--- config.mk ---
export PLATFORM = sky130hd
export DESIGN_NAME = mem_ctrl
export DESIGN_NICKNAME = d
export VERILOG_FILES = /design/src/rtl/mem_ctrl.sv
export SDC_FILE = /design/constraint.sdc
export NUM_CORES = 1
export LEC_CHECK = 0
export ABC_CLOCK_PERIOD_IN_PS = 6610
export BUFFER_PORTS_ARGS = -buffer_cell sky130_fd_sc_hd__buf_4
export CORE_UTILIZATION = 50
export DETAILED_ROUTE_END_ITERATION = 8
export GPL_TIMING_DRIVEN = 0
export PLACE_DENSITY = 0.77
export SLEW_MARGIN = 20
export SYNTH_ARGS = -nofsm -noshare
export SYNTH_HDL_FRONTEND = slang
export SYNTH_SLANG_ARGS = --single-unit
--- constraint.sdc ---
create_clock -name clk_in -period 6.61 [get_ports clk_in]
set_input_delay 0.9915 -clock clk_in [delete_from_list [all_inputs] [get_ports clk_in]]
set_output_delay 0.9915 -clock clk_in [all_outputs]
set_load 0.02 [all_outputs]
--- src/rtl/mem_ctrl.sv ---
// Byte-wide RAM port arbiter/sequencer shared by instruction fetch and load/store.
// Optional I/O write back-pressure is enabled by defining MEM_CTRL_IO_WAIT_EN.
module mem_ctrl #(
  parameter int          ADDR_W     = 32,
  parameter logic [1:0]  IO_MASK_HI = 2'b11
) (
  input  logic              clk_in,
  input  logic              rst_in,
  input  logic              rdy_in,
  input  logic              clear_in,
  input  logic              if_req_in,
  input  logic [ADDR_W-1:0] if_addr_in,
  input  logic              mem_req_in,
  input  logic              mem_wr_in,
  input  logic [2:0]        mem_len_in,
  input  logic [ADDR_W-1:0] mem_addr_in,
  input  logic [31:0]       mem_data_in,
  input  logic              io_full_in,
  input  logic [7:0]        ram_din,
  output logic [7:0]        ram_dout,
  output logic [ADDR_W-1:0] ram_a,
  output logic              ram_wr,
  output logic [1:0]        busy_out,
  output logic              inst_done_out,
  output logic [31:0]       inst_out,
  output logic              mem_done_out,
  output logic [31:0]       mem_data_out
);

  typedef enum logic [1:0] {IDLE, IF_RD, MEM_RD, MEM_WR} state_t;

  state_t            state, state_n;
  logic [ADDR_W-1:0] base, base_n, ram_a_n;
  logic [2:0]        len, len_n, cnt, cnt_n, req_len;
  logic [1:0]        idx;
  logic [31:0]       data, data_n, buffer, buffer_n, inst_n, mem_data_n;
  logic [7:0]        ram_dout_n;
  logic              ram_wr_n, inst_done_n, mem_done_n;
  logic [1:0]        busy_n;
  logic              stall_idle, stall_wr;

  always_comb begin
    case (mem_len_in)
      3'd1:    req_len = 3'd1;
      3'd2:    req_len = 3'd2;
      default: req_len = 3'd4;
    endcase
  end

`ifdef MEM_CTRL_IO_WAIT_EN
  assign stall_idle = (mem_addr_in[17:16] == IO_MASK_HI) && io_full_in;
  assign stall_wr   = (base[17:16] == IO_MASK_HI) && io_full_in;
`else
  logic unused_io;
  assign unused_io  = io_full_in ^ (^IO_MASK_HI);
  assign stall_idle = 1'b0;
  assign stall_wr   = 1'b0;
`endif

  // cnt counts edges since acceptance in reads (byte cnt-2 arrives on ram_din),
  // and counts bytes already issued in writes.
  always_comb begin
    state_n     = state;
    cnt_n       = cnt;
    base_n      = base;
    len_n       = len;
    data_n      = data;
    buffer_n    = buffer;
    ram_a_n     = ram_a;
    ram_dout_n  = ram_dout;
    ram_wr_n    = 1'b0;
    busy_n      = busy_out;
    inst_done_n = 1'b0;
    mem_done_n  = 1'b0;
    inst_n      = inst_out;
    mem_data_n  = mem_data_out;
    idx         = cnt[1:0] - 2'd2;

    case (state)
      IDLE: begin
        if (mem_req_in) begin
          base_n   = mem_addr_in;
          len_n    = req_len;
          data_n   = mem_data_in;
          buffer_n = '0;
          busy_n   = 2'b01;
          if (mem_wr_in) begin
            state_n = MEM_WR;
            if (stall_idle) begin
              cnt_n = 3'd0;
            end else begin
              ram_a_n    = mem_addr_in;
              ram_dout_n = mem_data_in[7:0];
              ram_wr_n   = 1'b1;
              cnt_n      = 3'd1;
            end
          end else begin
            state_n = MEM_RD;
            ram_a_n = mem_addr_in;
            cnt_n   = 3'd1;
          end
        end else if (if_req_in && !clear_in) begin
          state_n  = IF_RD;
          base_n   = if_addr_in;
          len_n    = 3'd4;
          buffer_n = '0;
          busy_n   = 2'b10;
          ram_a_n  = if_addr_in;
          cnt_n    = 3'd1;
        end
      end

      IF_RD, MEM_RD: begin
        if (state == IF_RD && clear_in) begin
          state_n = IDLE;
          cnt_n   = 3'd0;
          busy_n  = 2'b00;
        end else begin
          if (cnt < len)
            ram_a_n = base + ADDR_W'(cnt);
          if (cnt >= 3'd2)
            buffer_n[{idx, 3'b000} +: 8] = ram_din;
          cnt_n = cnt + 3'd1;
          if (cnt == len + 3'd1) begin
            state_n = IDLE;
            cnt_n   = 3'd0;
            busy_n  = 2'b00;
            if (state == IF_RD) begin
              inst_n      = buffer_n;
              inst_done_n = 1'b1;
            end else begin
              mem_data_n = buffer_n;
              mem_done_n = 1'b1;
            end
          end
        end
      end

      MEM_WR: begin
        if (cnt == len) begin
          state_n    = IDLE;
          cnt_n      = 3'd0;
          busy_n     = 2'b00;
          ram_a_n    = '0;
          mem_done_n = 1'b1;
        end else if (!stall_wr) begin
          ram_a_n    = base + ADDR_W'(cnt);
          ram_dout_n = data[{cnt[1:0], 3'b000} +: 8];
          ram_wr_n   = 1'b1;
          cnt_n      = cnt + 3'd1;
        end
      end

      default: state_n = IDLE;
    endcase
  end

  always_ff @(posedge clk_in or posedge rst_in) begin
    if (rst_in) begin
      state         <= IDLE;
      cnt           <= '0;
      base          <= '0;
      len           <= '0;
      data          <= '0;
      buffer        <= '0;
      ram_a         <= '0;
      ram_dout      <= '0;
      ram_wr        <= 1'b0;
      busy_out      <= 2'b00;
      inst_done_out <= 1'b0;
      mem_done_out  <= 1'b0;
      inst_out      <= '0;
      mem_data_out  <= '0;
    end else if (rdy_in) begin
      state         <= state_n;
      cnt           <= cnt_n;
      base          <= base_n;
      len           <= len_n;
      data          <= data_n;
      buffer        <= buffer_n;
      ram_a         <= ram_a_n;
      ram_dout      <= ram_dout_n;
      ram_wr        <= ram_wr_n;
      busy_out      <= busy_n;
      inst_done_out <= inst_done_n;
      mem_done_out  <= mem_done_n;
      inst_out      <= inst_n;
      mem_data_out  <= mem_data_n;
    end
  end

endmodule

==> qor.csv <==
stage;metric;value;unit
outcome;status;finished, final reports clean;
floorplanning;die_w;146;µm
setup_path;required;7.04;ns
routing;dr_total_vias;8251;
synth;ys_types;54;
grt;grt_pass1_wl;43400;µm
pwr;fin_total_pwr;5.75;mW
sta;fin_crit;3.81;ns
synth;yosysTopAreaCell;dfrtp_1;
setup_path;cp_top_family;simple AND/OR/NAND/NOR gates;
synth;ys_seq_area_share;50.9;%
sta;max-slew-margin-rel;29.8;%
pwr;pwr-share-seq;35.9;%
place;numPortBuffers;213;
layout;post_route_cells_drive_above_1_share;34.5;%
pwr;p_switching;2.20;mW
layout;layout_common_cells;buf_4 (214), dfrtp_1 (212), nand2_1 (119);
place;hpwl;19700;µm
clock_network;h-tree-depth;1;
setup_path;end_kind;flip-flop;
synth;syn_inst;923;
place;place_inst;1412;
run;cap_violations;0;
pwr;combPwrFrac;42.2;%
grt;antenna_found_initial;0;
grt;grt_pass1_vias;8302;
routing;route.detailed.drc;0;
setup_path;cp_num_buf_inv;2;
routing;drtAntennaViolNets;0;
floorplanning;dieHeight;146;µm
setup_path;rr_worst_depth;6;
synth;ys_top_cells_by_area;dfrtp_1 (51%), mux2_2 (12%), nand2_1 (4.3%), o21ai_0 (3.6%), mux2_4 (3.3%);
floorplanning;die_area;21400;µm²
setup_path;r2r_slack;2.80;ns
place;finalWeightedCongestion;0.906;
clock_network;numCtsBuffers;22;
clock_network;cts_buffer_depth;3;
clock_network;tritoncts;yes;
setup_path;crit_chain;clkbuf_1 > inv_1 > ha_1 > nor3_1 > nor3b_1 > a22o_1;
floorplanning;core_area;20400;µm²
routing;post_drt_wl_per_cell;18.8;µm
clock_network;clk_latency;0.51;ns
pwr;peakVddDrop;0.250;mV
clock_network;cts_hold_buf;0;
sta;rsz0062_at_grt;no;
synth;synth_area;10400;µm²
setup_path;reg2reg_to;buffer[21];
clock_network;clkSinkCount;212;
sta;setup_viol;0;
layout;syn2layout_area_growth;26.8;%
pwr;internal_power;3.55;mW
layout;stdcell_count;1451;
routing;drtIter0Drc;566;
sta;hold_viol_final;0;
synth;synth-warning-count;0;
setup_path;crit_path_max_fanout;10;
floorplanning;io_pins;224;
floorplanning;start_util;51.2;%
routing;wl;27300;µm
sta;finalSetupTns;0;ns
worst_hold_path;min_to;ram_dout[6];
synth;synth-async-reset-ratio;100;%
clock_network;clock-root-buffer;clkbuf_16;
routing;first_pass_iters;8;
sta;fmax;263;MHz
layout;n_antenna_cell;0;
synth;synth_edf_count;0;
sta;slew_violations;0;
pwr;powerDensity;435;nW/µm²
clock_network;ctsResizeCount;0;
sta;worstMarginPinSlew;1.04;ns
layout;fin_nets;1299;
setup_path;crit_type;flip-flop to flip-flop;
setup_path;slowest_stage;nor3b_1;
pwr;clkPwrFrac;21.8;%
pwr;p_leak;6.20;nW
floorplanning;num_rows;52;
clock_network;clk_pin_slew;0.06;ns
sta;skew;0.0128;ns
setup_path;cp_data_arrival_time;4.24;ns
worst_hold_path;worstHoldStart;ram_dout[6];
layout;layout_commonest_cell;buf_4;
routing;viasPerCell;5.69;
grt;globalRouteOverflowTotal;0;
setup_path;r2r-start;cnt[1];
sta;fin_crit_sh;57.6;%
synth;ys_dominant_reg_cell;dfrtp_1;
clock_network;post_cts_buffers;0;
worst_hold_path;min_path_cells;2;
grt;track_usage;25.6;%
pwr;swShare;38.3;%
synth;yosysTopAreaCellShare;50.9;%
grt;grt_max_degree;36;
setup_path;startpoint_type;flip-flop;
worst_hold_path;holdCritPathClass;flip-flop to flip-flop;
synth;avgSynthCellArea;11.3;µm²
setup_path;critPathMaxStageDelay;0.86;ns
synth;ys_ff_latch;212;
synth;syn-num-nets;1056;
-- flip-flops by register name, summed over array words and instances, names as in the netlist, 2 cells and up --
| name | flops |
|---|---|
| buffer | 32 |
| ram_a | 32 |
| ram_dout | 8 |
| busy_out | 2 |
| mem_data_out | 32 |
| cnt | 3 |
| data | 32 |
| base | 32 |
| len | 3 |
| inst_out | 32 |
-- layer usage --
metal | part of all wire (%) | routed length [µm] | up-vias | track usage, %
met3 | 7.3 | 2000 | 57 | 4.13
li1 | - | - | 3774 | -
met1 | 42 | 11500 | 4080 | 34.1
met5 | 0 | 0 | - | 0
met2 | 48 | 13200 | 340 | 42.9
met4 | 2.2 | 604 | 0 | 7.92
-- through the flow --
step	util [%]	area, µm²	hold slack (ns)	setup slack (ns)
final	64.9	13200	0.482	2.80
after global routing	64.9	13200	0.512	2.47
after CTS	64.9	13200	0.490	2.89
after detailed placement	61.3	12500	0.475	3.00
after global placement	60.8	12400	0.467	1.56
after floorplan	-	10400	0.466	2.86
-- power by group through the flow --
| stage | combinational (mW) | clock (mW) | sequential (mW) |
|---|---|---|---|
| floorplan | 1.39 | 0 | 2.23 |
| global placement | 2.34 | 0 | 2.06 |
| detailed placement | 2.41 | 0 | 2.08 |
| CTS | 2.43 | 1.27 | 2.06 |
| global route | 2.64 | 1.32 | 2.12 |
| finish | 2.43 | 1.25 | 2.07 |
-- cells by family (layout without fill, tap and decap cells) --
family,count (synthesis),after routing,share of synthesized area (%)
simple gates,248,248,11.0
flops,212,212,50.9
mux,176,176,20.3
compound gates,169,169,10.4
buf+inv,75,333,3.03
xor+xnor,25,25,2.24
fa+ha+maj,18,18,2.23
-- cell usage after synthesis, types with 21 or more instances --
cell,instances
dfrtp_1,212
nand2_1,119
mux2_2,109
o21ai_0,76
nor2_1,47
clkbuf_1,35
a22o_1,32
mux2i_1,30
mux2_4,23
a21oi_1,21
xnor2_1,21
-- worst max path at each step --
stage | endpoint | slack, ns | cells past startpoint | start
after floorplan | base[0] | 2.86 | 1 | rst_in
after CTS | buffer[21] | 2.89 | 6 | cnt[1]
final | buffer[21] | 2.80 | 6 | cnt[1]
after detailed placement | buffer[20] | 3.00 | 6 | cnt[1]
after global placement | mem_data_out[0] | 1.56 | 2 | rst_in
after global routing | buffer[21] | 2.47 | 6 | cnt[1]
-- cell type report --
type                    count  area [µm²]
plain buffers              60         260
clock buffers              32         639
well taps                 270         338
repair buffers            219        1720
multi-input cells         636        4820
clock inverters             7        85.1
flip-flops and latches    212        5310
inverters                  15        60.1
fillers                  1596        7140
-- tightest hold or removal path, stage by stage (launching register included) --
cell,delay (ns)
dfrtp_1,0.34
nand2_1,0.04
o21ai_0,0.06
Power figures use the tool's default switching activity.
